==> config.mk <==
export PLATFORM = sky130hd
export DESIGN_NAME = mem_stage
export DESIGN_NICKNAME = d
export VERILOG_FILES = /design/src/rtl/mem_stage.sv
export SDC_FILE = /design/constraint.sdc
export NUM_CORES = 1
export LEC_CHECK = 0
export CAP_MARGIN = 20
export CORE_AREA = 4 4 234 236
export CTS_CLUSTER_SIZE = 8
export DETAILED_ROUTE_END_ITERATION = 6
export DIE_AREA = 0 0 238 240
export GPL_ROUTABILITY_DRIVEN = 0
export SYNTH_ARGS = -nofsm -noshare
export SYNTH_HDL_FRONTEND = slang
export SYNTH_SLANG_ARGS = --single-unit
==> constraint.sdc <==
create_clock -name clk -period 4.4 [get_ports clk]
set_input_delay 0.88 -clock clk [delete_from_list [all_inputs] [get_ports clk]]
set_output_delay 0.88 -clock clk [all_outputs]
set_load 0.01 [all_outputs]
==> src/rtl/mem_stage.sv <==
`default_nettype none
// ============================================================================
// Module      : mem_stage
// Description : MEM stage of the 64-bit pipeline. Issues data-memory requests
//               with a req/ready handshake, freezes the front end (stall)
//               while a multi-cycle access is outstanding, aborts accesses
//               that exceed TIMEOUT wait cycles (sticky mem_err), resolves
//               branches (pc_src/flush/pc_target) and registers the MEM/WB
//               (_d4) results.
// Ports       : clk, rst (sync, active-low)
//               *_d3            EX/MEM pipeline register inputs
//               dmem_*          data-memory request/response handshake
//               stall, flush, pc_src, pc_target  hazard / PC control
//               mem_err         sticky timeout flag
//               *_d4            MEM/WB pipeline register outputs
// Revision    : 1.0 - initial release
// ============================================================================
module mem_stage #(
    parameter int XLEN    = 64,
    parameter int TIMEOUT = 15
) (
    input  logic            clk,
    input  logic            rst,
    input  logic            mem_to_reg_d3,
    input  logic            reg_write_d3,
    input  logic            branch_d3,
    input  logic            mem_read_d3,
    input  logic            mem_write_d3,
    input  logic [XLEN-1:0] pc_branch_d3,
    input  logic [XLEN-1:0] alu_result_d3,
    input  logic            alu_zero_d3,
    input  logic [XLEN-1:0] rs2_data_d3,
    input  logic [4:0]      rd_d3,
    input  logic [XLEN-1:0] dmem_rdata,
    input  logic            dmem_ready,
    output logic            dmem_req,
    output logic            dmem_we,
    output logic [XLEN-1:0] dmem_addr,
    output logic [XLEN-1:0] dmem_wdata,
    output logic            stall,
    output logic            pc_src,
    output logic [XLEN-1:0] pc_target,
    output logic            flush,
    output logic            mem_err,
    output logic            mem_to_reg_d4,
    output logic            reg_write_d4,
    output logic [XLEN-1:0] read_data_d4,
    output logic [XLEN-1:0] alu_result_d4,
    output logic [4:0]      rd_d4
);

    typedef enum logic [0:0] {
        S_IDLE = 1'b0,
        S_WAIT = 1'b1
    } state_t;

    localparam logic [7:0] C_TIMEOUT = 8'(TIMEOUT);

    state_t          r_state;
    logic [7:0]      r_cnt;
    logic            r_err;

    // Access captured when the memory first withholds ready; held stable
    // on the bus for the whole WAIT period while the _d3 inputs move on.
    logic            r_we;
    logic [XLEN-1:0] r_addr;
    logic [XLEN-1:0] r_wdata;
    logic            r_mtr;
    logic            r_rw;
    logic [4:0]      r_rd;
    logic [XLEN-1:0] r_alu;

    logic            r_mtr_d4;
    logic            r_rw_d4;
    logic [XLEN-1:0] r_rdata_d4;
    logic [XLEN-1:0] r_alu_d4;
    logic [4:0]      r_rd_d4;

    logic            w_acc;
    logic            w_br_taken;

    assign w_acc      = mem_read_d3 | mem_write_d3;
    // A branch that also carries an access is ignored so stall and flush
    // can never be asserted together.
    assign w_br_taken = branch_d3 & alu_zero_d3 & ~w_acc;

    always_comb begin
        dmem_req   = 1'b0;
        dmem_we    = 1'b0;
        dmem_addr  = '0;
        dmem_wdata = '0;
        stall      = 1'b0;
        pc_src     = 1'b0;
        pc_target  = '0;
        // Everything is forced quiet while reset is held, whatever the inputs.
        if (rst) begin
            if (r_state == S_IDLE) begin
                dmem_req   = w_acc;
                dmem_we    = mem_write_d3;
                dmem_addr  = alu_result_d3;
                dmem_wdata = rs2_data_d3;
                stall      = w_acc & ~dmem_ready;
                pc_src     = w_br_taken;
                pc_target  = w_br_taken ? pc_branch_d3 : '0;
            end else begin
                dmem_req   = 1'b1;
                dmem_we    = r_we;
                dmem_addr  = r_addr;
                dmem_wdata = r_wdata;
                // Released on the completing and on the aborting cycle.
                stall      = ~dmem_ready & (r_cnt != C_TIMEOUT);
            end
        end
        flush = pc_src;
    end

    always_ff @(posedge clk) begin
        if (!rst) begin
            r_state    <= S_IDLE;
            r_cnt      <= '0;
            r_err      <= 1'b0;
            r_we       <= 1'b0;
            r_addr     <= '0;
            r_wdata    <= '0;
            r_mtr      <= 1'b0;
            r_rw       <= 1'b0;
            r_rd       <= '0;
            r_alu      <= '0;
            r_mtr_d4   <= 1'b0;
            r_rw_d4    <= 1'b0;
            r_rdata_d4 <= '0;
            r_alu_d4   <= '0;
            r_rd_d4    <= '0;
        end else begin
            case (r_state)
                S_IDLE: begin
                    if (w_acc && !dmem_ready) begin
                        r_we     <= mem_write_d3;
                        r_addr   <= alu_result_d3;
                        r_wdata  <= rs2_data_d3;
                        r_mtr    <= mem_to_reg_d3;
                        r_rw     <= reg_write_d3;
                        r_rd     <= rd_d3;
                        r_alu    <= alu_result_d3;
                        r_cnt    <= 8'd1;
                        r_state  <= S_WAIT;
                        r_mtr_d4 <= 1'b0;
                        r_rw_d4  <= 1'b0;
                    end else begin
                        r_mtr_d4   <= mem_to_reg_d3;
                        r_rw_d4    <= reg_write_d3;
                        r_alu_d4   <= alu_result_d3;
                        r_rd_d4    <= rd_d3;
                        // Load data only for a pure read; writes return 0.
                        r_rdata_d4 <= (w_acc && !mem_write_d3) ? dmem_rdata : '0;
                    end
                end
                S_WAIT: begin
                    if (dmem_ready) begin
                        r_mtr_d4   <= r_mtr;
                        r_rw_d4    <= r_rw;
                        r_alu_d4   <= r_alu;
                        r_rd_d4    <= r_rd;
                        r_rdata_d4 <= r_we ? '0 : dmem_rdata;
                        r_cnt      <= '0;
                        r_state    <= S_IDLE;
                    end else if (r_cnt == C_TIMEOUT) begin
                        r_err    <= 1'b1;
                        r_mtr_d4 <= 1'b0;
                        r_rw_d4  <= 1'b0;
                        r_cnt    <= '0;
                        r_state  <= S_IDLE;
                    end else begin
                        r_mtr_d4 <= 1'b0;
                        r_rw_d4  <= 1'b0;
                        r_cnt    <= r_cnt + 8'd1;
                    end
                end
                default: begin
                    r_state <= S_IDLE;
                end
            endcase
        end
    end

    assign mem_err       = r_err;
    assign mem_to_reg_d4 = r_mtr_d4;
    assign reg_write_d4  = r_rw_d4;
    assign read_data_d4  = r_rdata_d4;
    assign alu_result_d4 = r_alu_d4;
    assign rd_d4         = r_rd_d4;

endmodule
`default_nettype wire
# Word-level counts from Yosys, hierarchy flattened

Index checks and enable logic that the tools add are counted.

Input port bits: 270
Bits in registers: 281
Word-level logic and storage cells: 75

Equal/unequal tests: 5
Muxes and demuxes: 40
Add/sub/neg operators: 1
Bitwise operators: 8
Reductions and logical operators: 7

Operator list:

| kind                                                                    | number |
|---|---|
| 64-bit two-way mux                                                      | 13 |
| 64-bit case mux with 2 select lines                                     | 2 |
| 8-bit two-way mux                                                       | 3 |
| 8-bit case mux with 2 select lines                                      | 1 |
| 1-bit two-way mux                                                       | 15 |
| 5-bit two-way mux                                                       | 2 |
| 5-bit case mux with 2 select lines                                      | 1 |
| 8-bit by 1-bit adder with 8-bit output, second input constant           | 1 |
| 8-bit by 4-bit equality test with 1-bit output, second input constant   | 1 |
| 8-bit by 4-bit inequality test with 1-bit output, second input constant | 1 |
| 1-bit case mux with 2 select lines                                      | 3 |
| 1-bit AND                                                               | 4 |
| 2-bit inequality test, second input constant                            | 2 |
| 2-bit AND reduction                                                     | 2 |
| 1-bit inverter                                                          | 3 |
| 3-bit AND reduction                                                     | 1 |
| 1-bit logical AND                                                       | 2 |
| 1-bit zero test                                                         | 2 |
| 2-bit by 1-bit inequality test with 1-bit output, second input constant | 1 |
| 1-bit OR                                                                | 1 |

# Longest topological paths before layout

Gate-level depths: netlist of the first run.

Word-level depth: 6
Gate-level depth with buffers: 7
Gate-level depth less buffers: 5

# Worst setup path before layout of the first run

Ideal clock, no wire load.

Kind: input to output
Start: input dmem_ready
End: output stall
Data arrival time: 1.908 ns
Data required time: 3.520 ns
Path buffers: 3
Slack: 1.612 ns
Stages: 5
Cells stage by stage: buf_6 or2_1 buf_2 clkbuf_1 a211oi_1

Longest elaborated chain between the ends: 4

RTL lines:

| what                                | line     | text |
|---|---|---|
| from (decl)                         | 35       | `input logic dmem_ready,` |
| 1-bit inverter *                    | 102, 111 |  |
| 1-bit AND, on equally long branches | 102, 111 |  |
| 1-bit two-way mux *                 | 97       | `if (r_state == S_IDLE) begin` |
| 1-bit two-way mux *                 | 96       | `if (rst) begin` |
| to (decl)                           | 40       | `output logic stall,` |

Every way passes the cells marked *; elsewhere a longest branch is shown, timed or not.

# Worst setup path in the final report of the first run

Start: input mem_write_d3
End: output pc_target[54]

Longest elaborated chain between the ends: 6

RTL lines:

| what               | line | text |
|---|---|---|
| from (decl)        | 28   | `input logic mem_write_d3,` |
| 1-bit OR           | 82   | `assign w_acc = mem_read_d3 \| mem_write_d3;` |
| 1-bit inverter     | 85   | `assign w_br_taken = branch_d3 & alu_zero_d3 & ~w_acc;` |
| 1-bit AND          | 85   |  |
| 64-bit two-way mux | 104  | `pc_target = w_br_taken ? pc_branch_d3 : '0;` |
| 64-bit two-way mux | 97   |  |
| 64-bit two-way mux | 96   |  |
| to (decl)          | 42   | `output logic [XLEN-1:0] pc_target,` |

No other way between the ends.

==> results of run 1 <==
-- per-stage QoR --
step | worst slack (ns) | area [sq um] | total power [W] | utilization (%) | cells
after floorplan | 1.61 | 11700 | 0.00335 | - | 1333
after global routing | 0.160 | 19600 | 0.00728 | 37.3 | 2590
after detailed placement | 0.350 | 18400 | 0.00411 | 35.2 | 2540
after global placement | 0.493 | 18400 | 0.00409 | 35.2 | 2540
after CTS | 0.349 | 19600 | 0.00709 | 37.3 | 2588
final | 0.375 | 19600 | 0.00695 | 37.3 | 2590
-- cells by family after synthesis --
| family | after synthesis | share of synthesized area [%] |
|---|---|---|
| AO/OA/AOI/OAI | 292 | 17.0 |
| adder cells (fa/ha/maj) | 1 | 0.106 |
| buffers and inverters | 116 | 5.27 |
| flip-flops | 281 | 47.9 |
| multiplexers | 136 | 11.6 |
| AND/OR/NAND/NOR | 507 | 18.1 |
-- power by group through the flow --
stage | clock network, W | registers [W] | logic [W]
6_report | 0.00291 | 0.00280 | 0.00124
5_1_grt | 0.00313 | 0.00281 | 0.00134
4_1_cts | 0.00302 | 0.00280 | 0.00126
3_5_place_dp | 0 | 0.00285 | 0.00126
3_3_place_gp | 0 | 0.00284 | 0.00125
2_1_floorplan | 0 | 0.00286 | 0.000487
-- worst paths after layout --
path,startpoint,end,depth (start not counted)
min reg2reg,r_wdata[49],r_wdata[49],2
max reg2reg,r_state,read_data_d4[11],6
min,r_wdata[49],r_wdata[49],2
max,mem_write_d3,pc_target[54],6
-- cell usage in the layout, fill, tap and decap left out, types with 12 or more instances in the layout --
master,instances
and2_1,64
mux2i_1,135
buf_12,12
nor2_1,148
a22o_1,64
clkdlybuf4s50_1,602
a21oi_1,142
dfxtp_1,280
o22a_1,64
nand2_1,273
buf_4,19
clkbuf_16,43
-- final cells by class --
class                           count  area (sq um)  share of cell area, %
Clock inverter                      2          38.8                  0.198
Sequential cell                   281          5630                   28.8
Antenna cell                        2          5.00                 0.0256
Tap cell                          688           861                   4.40
Clock buffer                       46          1100                   5.60
Inverter                            2          15.0                 0.0767
Timing Repair Buffer              633          6410                   32.7
Multi-Input combinational cell    936          5520                   28.2
-- worst max-delay path, cell delays in order --
cell and delay (ns):
clkdlybuf4s50_1 0.55, nor3_1 0.40, and4_2 0.32, buf_12 0.21, and2_1 0.17, clkdlybuf4s50_1 0.55
-- registers in the layout (all words and copies together), names as in the netlist, 5 cells and up --
name           cells
alu_result_d4     64
r_alu             64
r_wdata           64
read_data_d4      64
r_cnt              8
r_rd               5
rd_d4              5
-- per-layer routing --
| layer | global-route usage [%] | share of wire [%] | vias up |
|---|---|---|---|
| met3 | 5.60 | 8.2 | 84 |
| met5 | 0 | 0.092 | - |
| met2 | 28.8 | 50 | 398 |
| li1 | - | - | 5663 |
| met1 | 17.9 | 38 | 5404 |
| met4 | 5.42 | 3.0 | 6 |
==> reports/summary.txt, run 1 <==
DRT Wirelength: 49800 microns
cell taking the most area after synthesis: dfxtp_1
Post-synth EDFFs: 0
Starting Density: 22.4%
Slew Limit Headroom: 37.0%
sw power: 0.00177 W
vias per inst: 4.46
TNS Setup: 0 ns
sequential share of power: 40.3%
Crit path required time: 3.52 ns
Pint: 0.00518 W
drt first pass iters: 5
Post-Syn Area: 0.0117 sq mm
fin nets: 2166
largest net degree at the start of global routing: 92
Yosys top cell area share: 47.9%
CTS root buf: clkbuf_16
I/O Buffers: 602
post-synthesis cell count: 1333
Clock Skew: 0.0155 ns
H-tree Lvls: 2
switch share: 25.4%
Die H: 240 microns
critical path class: primary input to primary output
WP data arrival: 3.14 ns
Core Region: 0.0524 sq mm
first-pass GRT wire length: 71700 microns
DRC: 0
clk slew on worst S/H paths: 0.05 ns
wire length per cell: 19.2 microns
clk buf depth: 3
ys flop type: dfxtp_1
row count: 84
CTS Buf Count: 41
crit-path max FO: 66
Ports: 603
peak supply drop: 235 uV
Yosys reg bits: 281
Tightest Pin Transition: 0.945 ns
Post-CTS Resized: 0
Final setup viols: 0
synth-to-layout area growth: 66.7%
top area cells in the synthesized netlist: dfxtp_1 (48%), mux2i_1 (12%), nand2_1 (8.7%)
vias in the first global route: 11367
asr flop ratio synth: 0%
chip width: 238 microns
power share of the combinational group: 17.9%
placed wire-length estimate: 37700 microns
synth cell count leaders: dfxtp_1 (281), nand2_1 (273), nor2_1 (148)
clock sinks: 281
startpoint types: primary input
Min-Delay Path Class: flip-flop to flip-flop
max cap viols: 0
Synth Net Count: 1604
Final min period: 4.02 ns
R2R setup slack: 1.85 ns
worst skew pair latency: 0.54 ns
global route overflow: 0
antenna-violating nets left: 0
most common cell in the synthesized netlist: dfxtp_1
share of layout cells above drive strength 1: 4.79%
status: finished, final reports clean
Avg Cell Area, Syn: 8.81 sq um
RSZ-0062 raised after global routing: no
part of the Yosys area used for sequential elements: 47.9%
Total Routing Usage GR: 16.1%
vias after detailed routing: 11555
Distinct cells, synth: 42
crit end category: primary output
Final Hold Vio Count: 0
period utilization: 91.5%
P_leak: 7.36 nW
clock power share: 41.8%
synth warn: 0
hold slack: 0.450 ns
Final Max Slew Viols: 0
post-CTS setup repair buffer count: 0
power density over the cells: 355 mW/mm^2
DRT iter0 DRCs: 467
antenna violations before repair: 5
total die area: 0.0571 sq mm
fill count: 5240
fmax: 248 MHz
hold buffer count at cts: 0
CTS tree: built
Note: power is estimated with default switching activity, not from simulation.
==> inputs of run 2 (changes only) <==
CORE_AREA = 4 4 235 237   (was 4 4 234 236)
DIE_AREA = 0 0 239 241   (was 0 0 238 240)
SLEW_MARGIN = 25   (was not set)
==> run 2 against run 1 <==
Sequential share of layout area is 0.11 points higher. First-iteration DRC count rose by 16%. Critical path depth is the same. Clock-buffer cell count grew 4. Non-clock buffer count is 4 lower.
==> reports/summary.txt, run 2 (same netlist as run 1, synthesis figures left out) <==
vias per inst: 4.44 (-0.40%)
drt first pass iters: 5 (unchanged)
I/O Buffers: 602 (unchanged)
antenna-violating nets left: 0 (unchanged)
R2R setup slack: 1.48 ns (-0.37 ns)
row count: 85 (+1.2%)
CP bufs+invs: 3 (unchanged)
crit-path cells: clkdlybuf4s50_1 -> nor3_1 -> and4_2 -> buf_12 -> and2_1 -> clkdlybuf4s50_1
peak supply drop: 219 uV (-6.8%)
startpoint types: primary input
Final min period: 4.21 ns (+0.190 ns)
sw power: 0.00177 W (+0.11%)
Die H: 241 microns (+0.42%)
Final setup viols: 0 (unchanged)
DRT iter0 DRCs: 542 (+16%)
first-pass GRT wire length: 71600 microns (about the same)
TNS Setup: 0 ns (unchanged)
Crit path required time: 3.52 ns (about the same)
clock power share: 41.4% (-0.4 points)
clock sinks: 281 (unchanged)
commonest non-fill, non-tap cell in the layout: clkdlybuf4s50_1
Starting Density: 22.0% (-0.35 points)
CP max-delay cell: nor3_1
vias after detailed routing: 11553 (-0.017%)
total die area: 0.0576 sq mm (+0.84%)
critical path class: primary input to primary output
clk buf depth: 3 (unchanged)
Final Hold Vio Count: 0 (unchanged)
Total Routing Usage GR: 16.1% (about the same)
P_leak: 7.32 nW (-0.65%)
switch share: 25.6% (+0.22 points)
Util after Layout: 36.6% (-0.73 points)
post-CTS setup repair buffer count: 0 (unchanged)
Pint: 0.00513 W (-1.0%)
share of layout cells above drive strength 1: 4.53% (-0.26 points)
status: finished, final reports clean
CP peak stage delay: 0.55 ns (about the same)
fmax: 237 MHz (-4.5%)
DRT Wirelength: 50900 microns (+2.3%)
chip width: 239 microns (+0.42%)
Post-CTS Resized: 0 (unchanged)
synth-to-layout area growth: 66.0%
wire length per cell: 19.6 microns (+1.9%)
power share of the combinational group: 18.0% (about the same)
CTS Buf Count: 41 (unchanged)
power density over the cells: 354 mW/mm^2 (-0.35%)
sequential share of power: 40.6% (+0.3 points)
clk slew on worst S/H paths: 0.05 ns (about the same)
crit end category: primary output
crit-path max FO: 66 (unchanged)
Slew Limit Headroom: 36.2% (-0.82 points)
RSZ-0062 raised after global routing: no
crit-path leading delay family: buffers and inverters
Ports: 603 (unchanged)
Min-Delay Path Class: flip-flop to flip-flop
CTS root buf: clkbuf_16
fin nets: 2162 (-0.18%)
Tightest Pin Transition: 0.958 ns (+0.0123 ns)
WP data arrival: 3.33 ns (+0.19 ns)
max cap viols: 0 (unchanged)
H-tree Lvls: 2 (unchanged)
CTS tree: built
hold buffer count at cts: 0 (unchanged)
largest net degree at the start of global routing: 136 (+48%)
period utilization: 95.8% (+4.3 points)
DRC: 0 (unchanged)
hold slack: 0.450 ns (+0.000297 ns)
placed wire-length estimate: 38400 microns (+1.8%)
Core Region: 0.0533 sq mm (+1.6%)
most frequent cells in the layout: clkdlybuf4s50_1 (602), dfxtp_1 (280), nand2_1 (273), nor2_1 (148), a21oi_1 (142)
crit-path most repeated cell: clkdlybuf4s50_1
global route overflow: 0 (unchanged)
vias in the first global route: 11276 (-0.80%)
Clock Skew: 0.0190 ns (+0.00345 ns)
worst skew pair latency: 0.53 ns (about the same)
Final Max Slew Viols: 0 (unchanged)
Inst Count DP: 2544 (+0.16%)
Non-Filler Instances: 2600 (+0.39%)
antenna violations before repair: 9 (+4)
## run 2: cell types whose count changed in the layout (fill, tap and decap cells not counted), sizes merged
cell	previous run	this run
diode	2	5
buf	31	27
clkbuf	46	50
bufinv	1	0
## run 2: final cells by class
| type | instances | area (sq um) |
|---|---|---|
| clock inverters | 1 | 8.76 |
| flip-flops and latches | 281 | 5630 |
| repair buffers | 629 | 6330 |
| well taps | 696 | 871 |
| diodes | 5 | 12.5 |
| clock buffers | 50 | 1110 |
| inverters | 2 | 15.0 |
| multi-input cells | 936 | 5520 |
| fillers | 5326 | 33800 |
## run 2: path summary, 6_finish.rpt
check / endpoint / startpoint / cells after the start
setup / recovery: pc_target[31] / mem_read_d3 / 6
hold / removal: r_wdata[36] / r_wdata[36] / 2
setup reg to reg: rd_d4[0] / r_state / 6
hold reg to reg: r_wdata[36] / r_wdata[36] / 2
## run 2: per-layer routing
layer / global-route usage (%) / vias to the layer above / share of wire (%)
li1: - / 5658 / -
met1: 17.9 / 5423 / 38
met2: 28.6 / 385 / 51
met3: 5.02 / 85 / 7.5
met4: 6.82 / 2 / 3.7
met5: 0 / - / 0.026
## run 2: worst min-delay path, cell delays in order, from the launching register on
cell	delay, ns
dfxtp_1	0.30
nand2_1	0.05
a21oi_1	0.05
## run 2: stage by stage
stage	setup WS, ns	cell area (sq um)	power [W]
after floorplan	1.61	11700	0.00335
after global placement	0.322	18400	0.00409
after detailed placement	0.170	18400	0.00411
after CTS	0.166	19500	0.00702
after global routing	0.0509	19500	0.00721
final	0.185	19500	0.00690
## run 2: power by group through the flow
stage                     Sequential (W)  Combinational (W)  Clock (W)
after floorplan                  0.00286           0.000487          0
after global placement           0.00285            0.00125          0
after detailed placement         0.00285            0.00126          0
after CTS                        0.00280            0.00126    0.00296
after global routing             0.00282            0.00134    0.00305
final                            0.00280            0.00124    0.00285
==> inputs of run 3 (changes only) <==
GPL_TIMING_DRIVEN = 0   (was not set)
==> run 3 against run 2 <==
Design area is 1.5% higher. Register-to-register slack better by 0.57 ns. Utilization is 0.56 points higher. Non-clock buffer count up 87. Worst setup slack better by 0.0046 ns. Total power increased by 0.58%. Critical endpoint is now pc_target[51]. Largest cell class unchanged. Largest power group unchanged.
==> reports/summary.txt, run 3 (same netlist as run 1, synthesis figures left out) <==
placed inst area: 0.0186 sq mm (+1.5%)
CP max-delay cell: clkdlybuf4s50_1
Core Region: 0.0533 sq mm (unchanged)
DRT Wirelength: 55500 microns (+9.0%)
clk buf depth: 3 (unchanged)
total die area: 0.0576 sq mm (unchanged)
Ports: 603 (unchanged)
P_leak: 7.58 nW (+3.7%)
Total Routing Usage GR: 18.0% (+1.9 points)
R2R setup slack: 2.05 ns (+0.57 ns)
clock sinks: 281 (unchanged)
peak supply drop: 208 uV (-5.3%)
worst r2r dst: alu_result_d4[39]
antenna violations before repair: 1 (-8)
Non-Filler Instances: 2681 (+3.1%)
max cap viols: 0 (unchanged)
synth-to-layout area growth: 68.5%
CP peak stage delay: 0.59 ns (+0.04 ns)
vias after detailed routing: 12050 (+4.3%)
I/O Buffers: 601 (-0.17%)
critical path class: primary input to primary output
share of layout cells above drive strength 1: 6.35% (+1.8 points)
row count: 85 (unchanged)
crit end category: primary output
placed wire-length estimate: 44700 microns (+16%)
CTS Buf Count: 41 (unchanged)
Inst Count DP: 2630 (+3.4%)
DRC: 0 (unchanged)
wire length per cell: 20.7 microns (+5.7%)
Min-Delay Path Class: flip-flop to flip-flop
status: finished, final reports clean
worst skew pair latency: 0.53 ns (about the same)
CTS tree: built
Crit path required time: 3.52 ns (about the same)
fmax: 238 MHz (+0.11%)
global route overflow: 0 (unchanged)
vias in the first global route: 12142 (+7.7%)
Final setup viols: 0 (unchanged)
H-tree Lvls: 2 (unchanged)
Tightest Pin Transition: 0.802 ns (-0.156 ns)
Starting Density: 22.0% (unchanged)
crit-path cells: clkdlybuf4s50_1 -> nor3_4 -> and4_2 -> clkbuf_4 -> clkbuf_2 -> and2_1 -> clkdlybuf4s50_1
Final min period: 4.21 ns (-0.00463 ns)
crit-path max FO: 10 (-85%)
startpoint types: primary input
WP data arrival: 3.33 ns (about the same)
hold slack: 0.450 ns (-0.000213 ns)
drt first pass iters: 7 (+2)
period utilization: 95.7% (-0.11 points)
commonest non-fill, non-tap cell in the layout: clkdlybuf4s50_1
cell area after layout: 0.0198 sq mm (+1.5%)
most frequent cells in the layout: clkdlybuf4s50_1 (591), dfxtp_1 (281), nand2_1 (273), nor2_1 (148), a21oi_1 (142)
power density over the cells: 350 mW/mm^2 (-0.93%)
first-pass GRT wire length: 78500 microns (+9.5%)
fin nets: 2249 (+4.0%)
largest net degree at the start of global routing: 16 (-88%)
CTS root buf: clkbuf_16
Die H: 241 microns (unchanged)
Final Hold Vio Count: 0 (unchanged)
R2R cell count: 7 (+1)
clk slew on worst S/H paths: 0.05 ns (about the same)
antenna-violating nets left: 0 (unchanged)
RSZ-0062 raised after global routing: no
crit-path most repeated cell: clkdlybuf4s50_1
Final Max Slew Viols: 0 (unchanged)
chip width: 239 microns (unchanged)
crit path launch: mem_read_d3
vias per inst: 4.49 (+1.2%)
Slew Limit Headroom: 46.4% (+10 points)
DRT iter0 DRCs: 485 (-11%)
crit path to: pc_target[51]
Clock Skew: 0.0124 ns (-0.00665 ns)
RR Startpoint: r_state
run 3: worst min-delay path by stage:
stage / start / endpoint / slack, ns / cells after the start
3_5_place_dp: r_rd[4] / r_rd[4] / 0.45 / 2
2_1_floorplan: r_cnt[7] / r_cnt[7] / 0.43 / 1
5_1_grt: r_wdata[6] / r_wdata[6] / 0.47 / 2
3_3_place_gp: r_wdata[63] / r_wdata[63] / 0.44 / 2
4_1_cts: r_alu[43] / r_alu[43] / 0.45 / 2
6_report: r_wdata[43] / r_wdata[43] / 0.45 / 2
run 3: per-layer routing:
metal	up-vias	track usage (%)	share of wire (%)
met4	0	8.50	4.5
met3	80	3.90	6.1
met5	-	0	0
li1	5825	-	-
met1	5738	20.7	40
met2	407	31.9	50
run 3: area by class of cell:
cell class                 instances  area (sq um)
fill                            5419         33500
timing repair buffer             603          6020
sequential                       281          5630
multi-input combinational        936          5520
clock buffer                      48          1110
tap                              696           871
buffer                           113           631
clock inverter                     1          8.76
inverter                           2          7.51
antenna                            1          2.50
run 3: repair_timing:
| item | CTS | global route |
|---|---|---|
| buffers inserted | 1 | 1 |
| hold buffers | 0 | 0 |
| pin swaps | 1 | 1 |
| gates cloned | 0 | 0 |
| endpoints found under the setup margin | 133 | 41 |
| resized for setup | 22 | 12 |
run 3: critical path: cells and delay by family:
kind / cells / cell delay (ns)
buffers and inverters: 4 / 1.58
AND/OR/NAND/NOR: 3 / 0.86
run 3: power breakdown:
group | switching (W) | internal, W
clock network | 0.00111 | 0.00175
logic | 0.000596 | 0.000695
registers | 0.0000836 | 0.00271
total | 0.00179 | 0.00515
run 3: per-stage QoR:
step	setup slack, ns	power [W]	util (%)	setup TNS, ns
after floorplan	1.61	0.00335	-	0
after global placement	-0.857	0.00412	35.0	-49.07
after detailed placement	-0.529	0.00414	35.0	-39.90
after CTS	0.0261	0.00705	37.1	0
after global routing	0.00537	0.00724	37.2	0
final	0.190	0.00694	37.2	0
